<file path="src/rtl/board_io_pkg.sv">
// board_io_pkg
// Shared constants and helpers for the board I/O conditioner.
//   LED_OFF / LED_ON / LED_BLINK / LED_STRETCH : 2-bit per-LED mode encodings
//   cnt_width(max_val) : bits needed for a counter that must hold 0..max_val

package board_io_pkg;

  localparam logic [1:0] LED_OFF     = 2'b00;
  localparam logic [1:0] LED_ON      = 2'b01;
  localparam logic [1:0] LED_BLINK   = 2'b10;
  localparam logic [1:0] LED_STRETCH = 2'b11;

  // Never returns 0 so a counter of a degenerate range still has one bit.
  function automatic int unsigned cnt_width(input int unsigned max_val);
    return (max_val < 2) ? 1 : $clog2(max_val + 1);
  endfunction

endpackage

</file>
<file path="src/rtl/btn_debounce.sv">
// btn_debounce
// One button channel: 2-flop synchroniser, stability counter, debounced level and
// one-cycle edge pulses.
// Ports:
//   clk        in   system clock
//   reset_n    in   asynchronous active-low reset
//   btn_raw    in   raw asynchronous button pin
//   btn_level  out  debounced level (resets to IDLE)
//   btn_rise   out  one-cycle pulse on debounced 0->1
//   btn_fall   out  one-cycle pulse on debounced 1->0

module btn_debounce
  import board_io_pkg::*;
#(
  parameter int unsigned DB_CYCLES = 1000,
  parameter logic        IDLE      = 1'b1
) (
  input  logic clk,
  input  logic reset_n,
  input  logic btn_raw,
  output logic btn_level,
  output logic btn_rise,
  output logic btn_fall
);

  localparam int unsigned    CW      = cnt_width(DB_CYCLES);
  // The counter never stores DB_CYCLES itself: the edge that would reach it
  // commits the new level instead.
  localparam logic [CW-1:0]  DB_LAST = CW'(DB_CYCLES - 1);

  logic          sync1_q, sync2_q;
  logic          level_q, level_d;
  logic          rise_q, rise_d;
  logic          fall_q, fall_d;
  logic [CW-1:0] cnt_q, cnt_d;

  always_comb begin
    cnt_d   = '0;
    level_d = level_q;
    rise_d  = 1'b0;
    fall_d  = 1'b0;
    // Any return to the current level clears the count, so bounces restart the window.
    if (sync2_q != level_q) begin
      if (cnt_q == DB_LAST) begin
        level_d = sync2_q;
        rise_d  = sync2_q;
        fall_d  = ~sync2_q;
      end else begin
        cnt_d = cnt_q + CW'(1);
      end
    end
  end

  always_ff @(posedge clk or negedge reset_n) begin
    if (!reset_n) begin
      sync1_q <= IDLE;
      sync2_q <= IDLE;
      level_q <= IDLE;
      rise_q  <= 1'b0;
      fall_q  <= 1'b0;
      cnt_q   <= '0;
    end else begin
      sync1_q <= btn_raw;
      sync2_q <= sync1_q;
      level_q <= level_d;
      rise_q  <= rise_d;
      fall_q  <= fall_d;
      cnt_q   <= cnt_d;
    end
  end

  assign btn_level = level_q;
  assign btn_rise  = rise_q;
  assign btn_fall  = fall_q;

endmodule

</file>
<file path="src/rtl/board_io_ctrl.sv">
// board_io_ctrl
// Board I/O conditioner between the PLL clock domain and the SoC: reset
// sequencing with soft re-reset, debounced buttons with edge pulses, and LED
// drive with off/on/blink/pulse-stretch modes.
// Ports:
//   clk           in   system clock (PLL output)
//   reset_n       in   asynchronous active-low reset (e.g. PLL locked)
//   soft_rst_req  in   synchronous request to re-run the reset sequence
//   sys_reset_n   out  sequenced SoC reset, async assert / sync deassert
//   btn_raw       in   [N_BTN] raw button pins
//   btn_level     out  [N_BTN] debounced levels
//   btn_rise      out  [N_BTN] debounced 0->1 pulses
//   btn_fall      out  [N_BTN] debounced 1->0 pulses
//   led_mode      in   [2*N_LED] per-LED mode, bits [2i+1:2i] for LED i
//   led_trig      in   [N_LED] stretch triggers (rising-edge sensitive)
//   led           out  [N_LED] registered LED drive, active-high

module board_io_ctrl
  import board_io_pkg::*;
#(
  parameter int unsigned RST_CYCLES     = 255,
  parameter int unsigned N_BTN          = 2,
  parameter int unsigned N_LED          = 2,
  parameter int unsigned DB_CYCLES      = 1000,
  parameter logic        BTN_IDLE       = 1'b1,
  parameter int unsigned BLINK_DIV      = 6000000,
  parameter int unsigned STRETCH_CYCLES = 1200000
) (
  input  logic               clk,
  input  logic               reset_n,
  input  logic               soft_rst_req,
  output logic               sys_reset_n,
  input  logic [N_BTN-1:0]   btn_raw,
  output logic [N_BTN-1:0]   btn_level,
  output logic [N_BTN-1:0]   btn_rise,
  output logic [N_BTN-1:0]   btn_fall,
  input  logic [2*N_LED-1:0] led_mode,
  input  logic [N_LED-1:0]   led_trig,
  output logic [N_LED-1:0]   led
);

  // ---------------------------------------------------------------------------
  // Reset sequencer
  // ---------------------------------------------------------------------------
  localparam int unsigned    RCW     = cnt_width(RST_CYCLES);
  localparam logic [RCW-1:0] RST_MAX = RCW'(RST_CYCLES);

  logic [RCW-1:0] rst_cnt_q, rst_cnt_d;
  logic           sys_rst_n_q, sys_rst_n_d;

  always_comb begin
    rst_cnt_d   = rst_cnt_q;
    sys_rst_n_d = sys_rst_n_q;
    if (soft_rst_req) begin
      rst_cnt_d   = '0;
      sys_rst_n_d = 1'b0;
    end else if (rst_cnt_q != RST_MAX) begin
      rst_cnt_d = rst_cnt_q + RCW'(1);
      if (rst_cnt_d == RST_MAX) begin
        sys_rst_n_d = 1'b1;
      end
    end
  end

  // Asserted asynchronously with reset_n, released only on a clock edge.
  always_ff @(posedge clk or negedge reset_n) begin
    if (!reset_n) begin
      rst_cnt_q   <= '0;
      sys_rst_n_q <= 1'b0;
    end else begin
      rst_cnt_q   <= rst_cnt_d;
      sys_rst_n_q <= sys_rst_n_d;
    end
  end

  assign sys_reset_n = sys_rst_n_q;

  // ---------------------------------------------------------------------------
  // Buttons
  // ---------------------------------------------------------------------------
  for (genvar b = 0; b < N_BTN; b++) begin : g_btn
    btn_debounce #(
      .DB_CYCLES (DB_CYCLES),
      .IDLE      (BTN_IDLE)
    ) u_btn_debounce (
      .clk       (clk),
      .reset_n   (reset_n),
      .btn_raw   (btn_raw[b]),
      .btn_level (btn_level[b]),
      .btn_rise  (btn_rise[b]),
      .btn_fall  (btn_fall[b])
    );
  end

  // ---------------------------------------------------------------------------
  // Shared blink prescaler: one phase for all LEDs keeps blinkers in step.
  // ---------------------------------------------------------------------------
  localparam int unsigned    BCW        = cnt_width(BLINK_DIV - 1);
  localparam logic [BCW-1:0] BLINK_LAST = BCW'(BLINK_DIV - 1);

  logic [BCW-1:0] blink_cnt_q, blink_cnt_d;
  logic           blink_phase_q, blink_phase_d;

  always_comb begin
    blink_cnt_d   = blink_cnt_q + BCW'(1);
    blink_phase_d = blink_phase_q;
    if (blink_cnt_q == BLINK_LAST) begin
      blink_cnt_d   = '0;
      blink_phase_d = ~blink_phase_q;
    end
  end

  always_ff @(posedge clk or negedge reset_n) begin
    if (!reset_n) begin
      blink_cnt_q   <= '0;
      blink_phase_q <= 1'b0;
    end else begin
      blink_cnt_q   <= blink_cnt_d;
      blink_phase_q <= blink_phase_d;
    end
  end

  // ---------------------------------------------------------------------------
  // LED channels: stretch counter plus registered mode mux
  // ---------------------------------------------------------------------------
  localparam int unsigned    SCW          = cnt_width(STRETCH_CYCLES);
  localparam logic [SCW-1:0] STRETCH_LOAD = SCW'(STRETCH_CYCLES);

  for (genvar l = 0; l < N_LED; l++) begin : g_led
    logic [1:0]     mode;
    logic           trig_prev_q;
    logic [SCW-1:0] str_cnt_q, str_cnt_d;
    logic           led_q, led_d;

    assign mode = led_mode[2*l +: 2];

    // The stretch counter runs in every mode so a trigger seen while the LED is
    // in another mode still counts down.
    always_comb begin
      str_cnt_d = str_cnt_q;
      if (led_trig[l] && !trig_prev_q) begin
        str_cnt_d = STRETCH_LOAD;
      end else if (str_cnt_q != '0) begin
        str_cnt_d = str_cnt_q - SCW'(1);
      end
    end

    always_comb begin
      led_d = 1'b0;
      case (mode)
        LED_OFF:     led_d = 1'b0;
        LED_ON:      led_d = 1'b1;
        LED_BLINK:   led_d = blink_phase_q;
        LED_STRETCH: led_d = (str_cnt_q != '0);
        default:     led_d = 1'b0;
      endcase
    end

    always_ff @(posedge clk or negedge reset_n) begin
      if (!reset_n) begin
        trig_prev_q <= 1'b0;
        str_cnt_q   <= '0;
        led_q       <= 1'b0;
      end else begin
        trig_prev_q <= led_trig[l];
        str_cnt_q   <= str_cnt_d;
        led_q       <= led_d;
      end
    end

    assign led[l] = led_q;
  end

endmodule

</file>
<file path="config.mk">
export PLATFORM = sky130hd
export DESIGN_NAME = board_io_ctrl
export DESIGN_NICKNAME = d
export VERILOG_FILES = /design/src/rtl/board_io_pkg.sv /design/src/rtl/btn_debounce.sv /design/src/rtl/board_io_ctrl.sv
export SDC_FILE = /design/constraint.sdc
export NUM_CORES = 1
export LEC_CHECK = 0
export ABC_AREA = 1
export CAP_MARGIN = 10
export CORE_ASPECT_RATIO = 0.7
export CORE_UTILIZATION = 56
export DETAILED_ROUTE_END_ITERATION = 7
export HOLD_SLACK_MARGIN = 0.08
export PLACE_DENSITY_LB_ADDON = 0.15
export SLEW_MARGIN = 20
export SYNTH_ARGS = -nofsm -noshare
export SYNTH_HDL_FRONTEND = slang
export SYNTH_SLANG_ARGS = --single-unit
</file>
<file path="constraint.sdc">
create_clock -name clk -period 1.9 [get_ports clk]
set_input_delay 0.38 -clock clk [delete_from_list [all_inputs] [get_ports clk]]
set_output_delay 0.38 -clock clk [all_outputs]
set_load 0.1 [all_outputs]
</file>
==> qor.txt <==
Port Buffers: 19
Setup Crit Path Kind: reg -> reg
Hold crit path type: reg -> reg
Startpoint class of the critical path: register
Mapped Cells: 783
Seq/Total Area, Yosys: 45.5%
PnR worst setup slack: 170 ps
Initial core utilization: 57.8%
Peak supply drop: 469 uV
Max Clock Skew: 8.09 ps
Power share of the combinational group: 17.1%
Residual DRC: 0
Endpoints failing setup: 0
Detailed Route WL: 11,800 um
Sequential power share: 47.3%
Vias/cell: 5.27
CP Capture Type: register
Worst path required time: 2140 ps
Final hold vios: 0
Worst slew margin: 72.7%
Pleak: 3.23 nW
Synth cell types: 41
Slowest CP cell: ha_1
First-pass GRT wire length: 20,700 um
Switching power total: 1.64 mW
Detailed Routing Iterations Pass 1: 5
Pwr per Cell Area: 839 mW/mm^2
CTS resizes: 0
Sw Share: 29.1%
I/O pins: 20
CORE AREA: 0.0104 mm^2
DIE WIDTH: 126 um
Post-synthesis area per instance: 7.68 um^2
Slew Limit Fails: 0
Clock buffer depth: 2
Register area: 0.00274 mm^2
Root buf cell: clkbuf_16
Grt met1 use: 34.0%
Most frequent cells in the layout: nand2_1 (173), nor2_1 (145), dfrtp_1 (103)
Fmax: 0.578 GHz
Critical path's largest stage delay: 370 ps
Largest net degree at the start of global routing: 44
Std cell rows: 31
Most common cell after layout, fill and taps aside: nand2_1
Die Y: 88.7 um
Fraction of layout cells with a size suffix above 1: 10.8%
CP Max Fanout: 9
GRT Util Overall: 23.1%
Sequence of cells on the critical path: clkinv_1 > ha_1 > nand2_1 > inv_1 > or2_1 > nand4_1 > inv_1
Fin nets: 830
Pre-CTS WS: 183 ps
Initial antenna violation count: 0
Multi-input logic area: 0.00280 mm^2
Async SR Flop Fraction: 100%
DR vias: 5,000
Prevailing post-synth register cell: dfrtp_1
Die Footprint: 0.0112 mm^2
Setup TNS: 0 ps
Number of flops mapped to enable cells by yosys: 0
WL per Instance: 12.4 um
H-tree depth: 3
Clock power frac: 35.6%
Ys Warns: 0
Period utilization: 91.0%
Post-CTS setup buffer count: 0
Status: complete, no violations
Period minus WS final: 1730 ps
Post-Synthesis Cell Area: 0.00601 mm^2
Post-synthesis net count: 802
Number of global-route vias before repair: 4,516
Internal power: 3.99 mW
RSZ-0062 raised after global routing: no
GP Congestion: 0.895
Clock latency on the worst-skew pair: 350 ps
Met3 Use GR: 4.72%
Most Used Layer, Global Route: met2
Area Overhead vs Synth: 11.6%
CTS tree: built
CP most frequent cell: inv_1
Inserted Clock Buffers: 9
Initial DRC Count: 342
Layout fillers: 862
N_diodes: 0
Worst-path clk slew: 70 ps
Met2 GRT Util: 34.7%
CTS sink count: 109
HPWL Detailed: 8910 um
Arr. time, crit path: 1970 ps
Worst slew pin tran: 410 ps
Max_cap viols: 0
Congestion Overflow GR: 0
Number of nets with antenna violations after routing: 0
#FFs+latches synth: 109
==> cell type report <==
cell class                 instances  share of cell area [%]
sequential                       109                    40.8
clock inverter                     6                    1.40
clock buffer                      10                    3.41
multi-input combinational        556                    41.8
timing repair buffer              27                    4.14
inverter                         108                    6.04
tap                              132                    2.46
==> registers in the layout, summed over array words and instances, names as in the netlist <==
register,flops
g_led.str_cnt_q,42
blink_cnt_q,23
g_btn.u_btn_debounce.cnt_q,20
rst_cnt_q,8
g_btn.u_btn_debounce.btn_fall,2
g_btn.u_btn_debounce.btn_level,2
g_btn.u_btn_debounce.btn_rise,2
g_btn.u_btn_debounce.sync1_q,2
g_btn.u_btn_debounce.sync2_q,2
g_led.led_q,2
g_led.trig_prev_q,2
blink_phase_q,1
sys_reset_n,1
==> stage by stage <==
stage / power, mW / area (um^2) / util, % / std cells / hold WS [ps]
after floorplan: 3.36 / 6010 / - / 783 / 84.4
after global placement: 3.61 / 6380 / 61.3 / 931 / 343
after detailed placement: 3.65 / 6380 / 61.3 / 931 / 347
after CTS: 5.68 / 6710 / 64.5 / 948 / 360
after global routing: 5.95 / 6710 / 64.5 / 948 / 368
final: 5.63 / 6710 / 64.5 / 948 / 357
==> power groups by stage <==
stage               clock [mW]  combinational, mW  sequential, mW
detailed placement           0              0.951            2.70
global placement             0              0.911            2.69
floorplan                    0              0.711            2.65
global route              2.18               1.09            2.68
CTS                       2.06              0.953            2.66
finish                    2.01              0.961            2.66
==> kinds of logic (layout without fill, tap and decap cells) <==
kind of cell,count (synthesis),after routing,synth area share [%]
buf+inv,118,151,7.87
compound gates,44,44,4.29
flops,109,109,45.5
fa+ha+maj,8,8,1.67
simple gates,478,478,36.9
xor+xnor,26,26,3.79
==> metal layers <==
metal | vias up | routed length, um
li1 | 2530 | -
met1 | 2355 | 6090
met2 | 101 | 5090
met3 | 14 | 481
met4 | 0 | 125
met5 | - | 0
==> path summary, 6_finish.rpt <==
check | slack [ps] | cells after the start | end | start
max | 170 | 7 | g_led[0].str_cnt_q[4]$_DFFE_PN0P_ | g_led[0].str_cnt_q[0]$_DFFE_PN0P_
min | 360 | 0 | g_btn[0].u_btn_debounce.sync2_q$_DFF_PN1_ | g_btn[0].u_btn_debounce.sync1_q$_DFF_PN1_
max reg2reg | 170 | 7 | g_led[0].str_cnt_q[4]$_DFFE_PN0P_ | g_led[0].str_cnt_q[0]$_DFFE_PN0P_
min reg2reg | 360 | 0 | g_btn[0].u_btn_debounce.sync2_q$_DFF_PN1_ | g_btn[0].u_btn_debounce.sync1_q$_DFF_PN1_
max in group asynchronous | 810 | 3 | g_btn[1].u_btn_debounce.sync2_q$_DFF_PN1_ | reset_n
min in group asynchronous | 510 | 2 | g_btn[0].u_btn_debounce.cnt_q[3]$_DFF_PN0_ | reset_n
==> repair_timing <==
action / 4_1_cts / 5_1_grt
hold buffers: 1 / 0
endpoints found under the setup margin: 0 / 0
hold endpoints to repair: 26 / 0
==> synth_stat cells (all sizes together) (5+ instances only) <==
| cell | n | area (um^2) |
|---|---|---|
| nand3b | 6 | 45.0 |
| nand3 | 67 | 353 |
| nand2 | 182 | 716 |
| a21oi | 12 | 60.1 |
| ha | 8 | 100 |
| or2 | 6 | 37.5 |
| nand4 | 25 | 184 |
| o21ai | 20 | 104 |
| xor2 | 23 | 201 |
| nor2 | 167 | 736 |
| dfstp | 6 | 158 |
| nor3 | 22 | 126 |
| inv | 106 | 398 |
| dfrtp | 103 | 2580 |
| o21bai | 5 | 37.5 |
| buf | 9 | 63.8 |
==> worst max-delay path, delay by kind of cell (launching register included) <==
| family | cells | cell delay, ps |
|---|---|---|
| adder cells (fa/ha/maj) | 1 | 370 |
| buffers and inverters | 3 | 380 |
| flip-flops | 1 | 340 |
| AND/OR/NAND/NOR | 3 | 540 |
No activity file was read; power rests on OpenSTA's default activity.
